[config.mk]
export PLATFORM = sky130hd
export DESIGN_NAME = anubis_stream_ctrl_flat
export DESIGN_NICKNAME = d
export VERILOG_FILES = /design/src/rtl/anubis_stream_ctrl_if.sv /design/src/rtl/anubis_stream_ctrl.sv /design/src/flat_wrapper.sv
export SDC_FILE = /design/constraint.sdc
export NUM_CORES = 1
export LEC_CHECK = 0
export ABC_AREA = 1
export CORE_ASPECT_RATIO = 1.5
export CORE_MARGIN = 2
export CORE_UTILIZATION = 35
export DETAILED_ROUTE_END_ITERATION = 12
export SKIP_CTS_REPAIR_TIMING = 1
export SKIP_LAST_GASP = 1
export SYNTH_ARGS = -nofsm -noshare
export SYNTH_HDL_FRONTEND = slang
export SYNTH_SLANG_ARGS = --single-unit
[constraint.sdc]
create_clock -name clk -period 2.84 [get_ports clk]
set_input_delay 0.568 -clock clk [delete_from_list [all_inputs] [get_ports clk]]
set_output_delay 0.568 -clock clk [all_outputs]
set_load 0.01 [all_outputs]
[src/rtl/anubis_stream_ctrl_if.sv]
// anubis_stream_ctrl_if: 32-bit valid/ready input and output streams of the anubis controller
interface anubis_stream_ctrl_if;
  logic [31:0] in_data;
  logic        in_valid;
  logic        in_ready;
  logic        in_new_key;
  logic        in_encrypt;
  logic [31:0] out_data;
  logic        out_valid;
  logic        out_ready;
  modport master (
    output in_data, in_valid, in_new_key, in_encrypt, out_ready,
    input  in_ready, out_data, out_valid
  );
  modport slave (
    input  in_data, in_valid, in_new_key, in_encrypt, out_ready,
    output in_ready, out_data, out_valid
  );
endinterface

[src/rtl/anubis_stream_ctrl.sv]
// anubis_stream_ctrl: loads key/plaintext words, sequences the anubis core and unloads the result
module anubis_stream_ctrl #(
  parameter int CORE_RST_CYCLES = 2,
  parameter int TIMEOUT_CYCLES  = 1024
) (
  input  logic                 clk,
  input  logic                 reset,
  anubis_stream_ctrl_if.slave  strm,
  output logic                 busy,
  output logic                 timeout,
  output logic                 core_reset,
  output logic                 core_encrypt,
  output logic [127:0]         core_key,
  output logic [127:0]         core_plain_text,
  input  logic [127:0]         core_cipher_text,
  input  logic                 core_end_flag
);
  localparam int RW = $clog2(CORE_RST_CYCLES + 1);
  localparam int TW = $clog2(TIMEOUT_CYCLES + 1);
  typedef enum logic [2:0] {IDLE, LOAD_KEY, LOAD_PT, START, RUN, UNLOAD} state_t;
  state_t state, next;
  logic [1:0] cnt;
  logic [6:0] slot;
  logic [RW-1:0] rst_cnt;
  logic [TW-1:0] to_cnt;
  logic [127:0] result;
  logic end_flag_d, in_fire, out_fire, done, expired;
  assign slot = {~cnt, 5'd0};
  assign strm.in_ready = !reset && (state == IDLE || state == LOAD_KEY || state == LOAD_PT);
  assign strm.out_valid = state == UNLOAD;
  assign strm.out_data = strm.out_valid ? result[slot +: 32] : '0;
  assign busy = state != IDLE;
  assign in_fire = strm.in_valid && strm.in_ready;
  assign out_fire = strm.out_valid && strm.out_ready;
  assign done = state == RUN && core_end_flag && !end_flag_d;
  assign expired = to_cnt == TW'(TIMEOUT_CYCLES - 1);
  always_comb begin
    next = state;
    case (state)
      IDLE:     if (in_fire) next = strm.in_new_key ? LOAD_KEY : LOAD_PT;
      LOAD_KEY: if (in_fire && cnt == 2'd3) next = LOAD_PT;
      LOAD_PT:  if (in_fire && cnt == 2'd3) next = START;
      START:    if (rst_cnt == RW'(CORE_RST_CYCLES - 1)) next = RUN;
      RUN:      next = done ? UNLOAD : expired ? IDLE : RUN;
      UNLOAD:   if (out_fire && cnt == 2'd3) next = IDLE;
      default:  next = IDLE;
    endcase
  end
  // end_flag_d follows the core through START too, so a level already high on entry to RUN is no edge
  always_ff @(posedge clk) begin
    if (reset) begin
      state <= IDLE;
      cnt <= '0;
      rst_cnt <= '0;
      to_cnt <= '0;
      end_flag_d <= 1'b0;
      timeout <= 1'b0;
      core_reset <= 1'b1;
      core_encrypt <= 1'b1;
      core_key <= '0;
      core_plain_text <= '0;
      result <= '0;
    end else begin
      state <= next;
      core_reset <= next != RUN;
      rst_cnt <= state == START ? rst_cnt + 1'b1 : '0;
      to_cnt <= state == RUN ? to_cnt + 1'b1 : '0;
      end_flag_d <= core_end_flag;
      if (in_fire || out_fire) cnt <= cnt + 2'd1;
      if (in_fire && state == IDLE) begin
        core_encrypt <= strm.in_encrypt;
        timeout <= 1'b0;
      end
      if (in_fire && (state == LOAD_KEY || (state == IDLE && strm.in_new_key))) core_key[slot +: 32] <= strm.in_data;
      else if (in_fire) core_plain_text[slot +: 32] <= strm.in_data;
      if (done) result <= core_cipher_text;
      if (state == RUN && !done && expired) timeout <= 1'b1;
    end
  end
endmodule

[src/flat_wrapper.sv]
// flat-port wrapper written by rule: the top's interface ports become plain ports
module anubis_stream_ctrl_flat 
#(
  parameter int CORE_RST_CYCLES = 2,
  parameter int TIMEOUT_CYCLES  = 1024
)
  (clk, reset, busy, timeout, core_reset, core_encrypt, core_key, core_plain_text, core_cipher_text, core_end_flag, strm_in_data, strm_in_valid, strm_in_new_key, strm_in_encrypt, strm_out_ready, strm_in_ready, strm_out_data, strm_out_valid);
  anubis_stream_ctrl_if strm_i ();
  input  logic clk;
  input  logic reset;
  output logic busy;
  output logic timeout;
  output logic core_reset;
  output logic core_encrypt;
  output logic [127:0] core_key;
  output logic [127:0] core_plain_text;
  input  logic [127:0] core_cipher_text;
  input  logic core_end_flag;
  input wire logic [$bits(strm_i.in_data)-1:0] strm_in_data;
  input wire logic [$bits(strm_i.in_valid)-1:0] strm_in_valid;
  input wire logic [$bits(strm_i.in_new_key)-1:0] strm_in_new_key;
  input wire logic [$bits(strm_i.in_encrypt)-1:0] strm_in_encrypt;
  input wire logic [$bits(strm_i.out_ready)-1:0] strm_out_ready;
  output wire logic [$bits(strm_i.in_ready)-1:0] strm_in_ready;
  output wire logic [$bits(strm_i.out_data)-1:0] strm_out_data;
  output wire logic [$bits(strm_i.out_valid)-1:0] strm_out_valid;
  assign strm_i.in_data = strm_in_data;
  assign strm_i.in_valid = strm_in_valid;
  assign strm_i.in_new_key = strm_in_new_key;
  assign strm_i.in_encrypt = strm_in_encrypt;
  assign strm_i.out_ready = strm_out_ready;
  assign strm_in_ready = strm_i.in_ready;
  assign strm_out_data = strm_i.out_data;
  assign strm_out_valid = strm_i.out_valid;
  anubis_stream_ctrl #(.CORE_RST_CYCLES(CORE_RST_CYCLES), .TIMEOUT_CYCLES(TIMEOUT_CYCLES)) u_core (.clk(clk), .reset(reset), .strm(strm_i), .busy(busy), .timeout(timeout), .core_reset(core_reset), .core_encrypt(core_encrypt), .core_key(core_key), .core_plain_text(core_plain_text), .core_cipher_text(core_cipher_text), .core_end_flag(core_end_flag));
endmodule
==> results.json <==
{
  "die_area_um2": 50950,
  "cp_cell_sequence": "clkbuf_16 -> nor2_1 -> nor2_1 -> o21ai_0 -> a21oi_1 -> clkdlybuf4s50_1",
  "drtIter0Drc": 1483,
  "seqCellArea_um2": 8137,
  "cp_num_buf_inv": 2,
  "p_int_w": 0.009607,
  "drt-met1-wl_mm": 24.66,
  "path_max_fanout": 17,
  "placementRows": 99,
  "cts_max_level": 2,
  "cp-start-kind": "flip-flop",
  "synthXorXnorAreaFrac": 0.001528,
  "synth_top_area_share": 0.4727,
  "switching_share": 0.2567,
  "cts_tree": "yes",
  "clockPowerShare": 0.438,
  "die-height_um": 275.5,
  "status": "finished, violations left",
  "crit_top_cell": "nor2_1",
  "root_buffer": "clkbuf_16",
  "async_flop_share": 0,
  "crit_type": "reg -> out",
  "seq_area_frac_synth": 0.4727,
  "cts.sinks": 406,
  "synth-seq-cells": 406,
  "portBuffers": 460,
  "syn_nets": 2650,
  "critical_path.max_stage_delay_ns": 0.56,
  "muxShareOfSynthArea": 0,
  "vias": 17910,
  "synth_ff_type": "dfxtp_1",
  "slowest_stage": "clkdlybuf4s50_1",
  "synth_edf_count": 0,
  "yosysMostFrequentCell": "nor2_1",
  "insertion_delay_ns": 0.56,
  "yosysWarnings": 0,
  "seq_power_share": 0.449,
  "synth_compound_area_frac": 0.1376,
  "grt_pass1_vias": 17200,
  "violations": "setup timing",
  "grt_pass1_wl_mm": 100.0,
  "synth_cell_types": 32,
  "leakage_nw": 9.517,
  "switchingPower_w": 0.003318,
  "routed.top_layer": "met5",
  "vdd_drop_max_mv": 0.4143,
  "hpwlAfterDp_mm": 49.19,
  "grt_max_degree": 209,
  "wirelength_mm": 68.18,
  "drc": 0,
  "fin_crit_ns": 2.857,
  "worstPathArrival_ns": 2.29,
  "syn_avg_cell_area_um2": 6.944,
  "final.period_utilization": 1.006,
  "numCtsBuffers": 42,
  "dr.pass1.iters": 6,
  "vias_per_cell": 5.055,
  "design.core.area_um2": 48560,
  "fill_cells": 4874,
  "utilization": 0.4956,
  "synth_top_family_by_area": "simple AND/OR/NAND/NOR gates",
  "synthTopCellsByCount": "525 x nor2_1, 422 x nand2_1, 406 x dfxtp_1, 269 x a21oi_1, 194 x o21ai_0",
  "synthSimpleGateAreaFrac": 0.2920,
  "syn_area_um2": 17190,
  "finalNetCount": 3030,
  "critical_path_required_ns": 2.27,
  "drive_above_1_share": 0.05819,
  "clkTransAtPathRegs_ns": 0.06,
  "grt_overflow": 0,
  "hold_path.class": "in -> reg",
  "setup_tns_ns": -0.02116,
  "synthTopCellsByArea": "dfxtp_1 47%, nor2_1 11%, nand2_1 9.2%, a21oi_1 7.8%, o21ai_0 5.6%",
  "area_growth_pct": 39.97,
  "placed_cells": 3462,
  "powerDensity_nw_per_um2": 537.1,
  "antenna_found_initial": 2,
  "die_x_um": 185.0,
  "clk_path_buf_depth": 3,
  "synth_top_cell_by_area": "dfxtp_1",
  "num_io_pins": 461,
  "antenna_cells": 0,
  "critPathCaptureType": "output pin",
  "skew_ns": 0.02463,
  "setup_slack_ns": -0.01652,
  "multi_input_area_um2": 7537,
  "worst_slew_pin_slew_ns": 1.155,
  "initial_core_util": 0.3541,
  "setup_viol": 3,
  "reg2reg_slack_ns": 0.28,
  "drv_cap": 0,
  "hold_viol_final": 0,
  "critPathTopFamily": "buffers and inverters",
  "slew_headroom": 0.2301,
  "max_freq_ghz": 0.3501,
  "pwr-share-comb": 0.112,
  "ant_nets": 0,
  "wl_per_cell_um": 19.24,
  "finalNonFillerCells": 3543,
  "rsz0062_at_grt": "yes",
  "synthAdderAreaFrac": 0.005094,
  "gp_congestion": 0.9363,
  "grt_usage": 0.2557,
  "synthCells": 2476,
  "final_max_slew_viol_count": 0,
  "wl_met3_mm": 4.908,
  "wl_met2_mm": 34.05
}
[metrics by stage]
step | total power, W | area [µm²] | hold WS (ns) | setup slack (ns)
after global routing | 0.01336 | 24070 | 0.4254 | -0.1530
after CTS | 0.01298 | 23870 | 0.3953 | -0.2403
after global placement | 0.007335 | 22470 | 0.4128 | 0.1815
final | 0.01292 | 24070 | 0.3988 | -0.01652
after floorplan | 0.006608 | 17190 | 0.4038 | 0.4392
after detailed placement | 0.007345 | 22470 | 0.4202 | 0.1061
[per-layer routing]
layer,up-vias,global-route usage
li1,8717,-
met1,8195,0.2788
met2,815,0.4603
met3,180,0.04143
met4,4,0.1585
met5,-,0
[logic make-up (layout without fill, tap and decap cells)]
group,Yosys count,after routing
AO/OA/AOI/OAI,468,468
XOR/XNOR,3,3
adder cells (fa/ha/maj),7,7
buffers and inverters,378,789
flip-flops,406,406
AND/OR/NAND/NOR,1214,1214
[worst paths after layout]
| kind | start | to | cells after the start |
|---|---|---|---|
| hold reg to reg | u_core.rst_cnt[0] | u_core.rst_cnt[0] | 1 |
| hold / removal | reset | u_core.result[24] | 4 |
| setup / recovery | u_core.cnt[0] | strm_out_data[22] | 6 |
| setup reg to reg | u_core.cnt[0] | u_core.core_key[50] | 8 |
[cell usage in the layout (no fill, tap or decap), drive strengths merged]
master / Yosys / layout
nor2: 528 / 528
clkdlybuf4s50: 0 / 434
nand2: 425 / 425
dfxtp: 406 / 406
a21oi: 269 / 269
o21ai: 195 / 195
nand3: 180 / 180
inv: 177 / 180
buf: 91 / 73
nand4: 67 / 67
clkbuf: 107 / 61
dlymetal6s2s: 0 / 25
clkinv: 3 / 10
ha: 7 / 7
nor3: 6 / 6
xor2: 3 / 3
nor4: 3 / 3
bufinv: 0 / 3
clkinvlp: 0 / 3
o21a: 2 / 2
nand3b: 2 / 2
or2: 1 / 1
nor3b: 1 / 1
and2: 1 / 1
o211ai: 1 / 1
o21bai: 1 / 1
[worst reg2reg max path, delay by kind of cell (launching register included)]
family	cells	cell delay [ns]
compound gates	1	0.07
fa+ha+maj	1	0.33
buf+inv	4	1.13
flops	1	0.42
simple gates	2	0.44
[power by group through the flow]
stage	logic [W]	clock network, W	registers (W)
detailed placement	0.00141	0	0.00594
finish	0.00145	0.00567	0.00581
global route	0.00157	0.00598	0.00581
CTS	0.00141	0.00576	0.00581
floorplan	0.000675	0	0.00593
global placement	0.00140	0	0.00594
[cell type report]
type / instances / area share
Inverter: 180 / 0.02828
Clock inverter: 16 / 0.007175
Multi-Input combinational cell: 1692 / 0.3132
Timing Repair Buffer: 534 / 0.2281
Tap cell: 656 / 0.03411
Sequential cell: 406 / 0.3381
Clock buffer: 59 / 0.05100
[registers in the layout, indices dropped and copies added (netlist names)]
register,cells
u_core.result,128
u_core.state,3
u_core.timeout,1
u_core.core_reset,1
u_core.cnt,2
u_core.core_plain_text,128
u_core.rst_cnt,2
u_core.to_cnt,11
u_core.core_key,128
u_core.core_encrypt,1
u_core.end_flag_d,1
No activity file was read; power rests on OpenSTA's default activity.
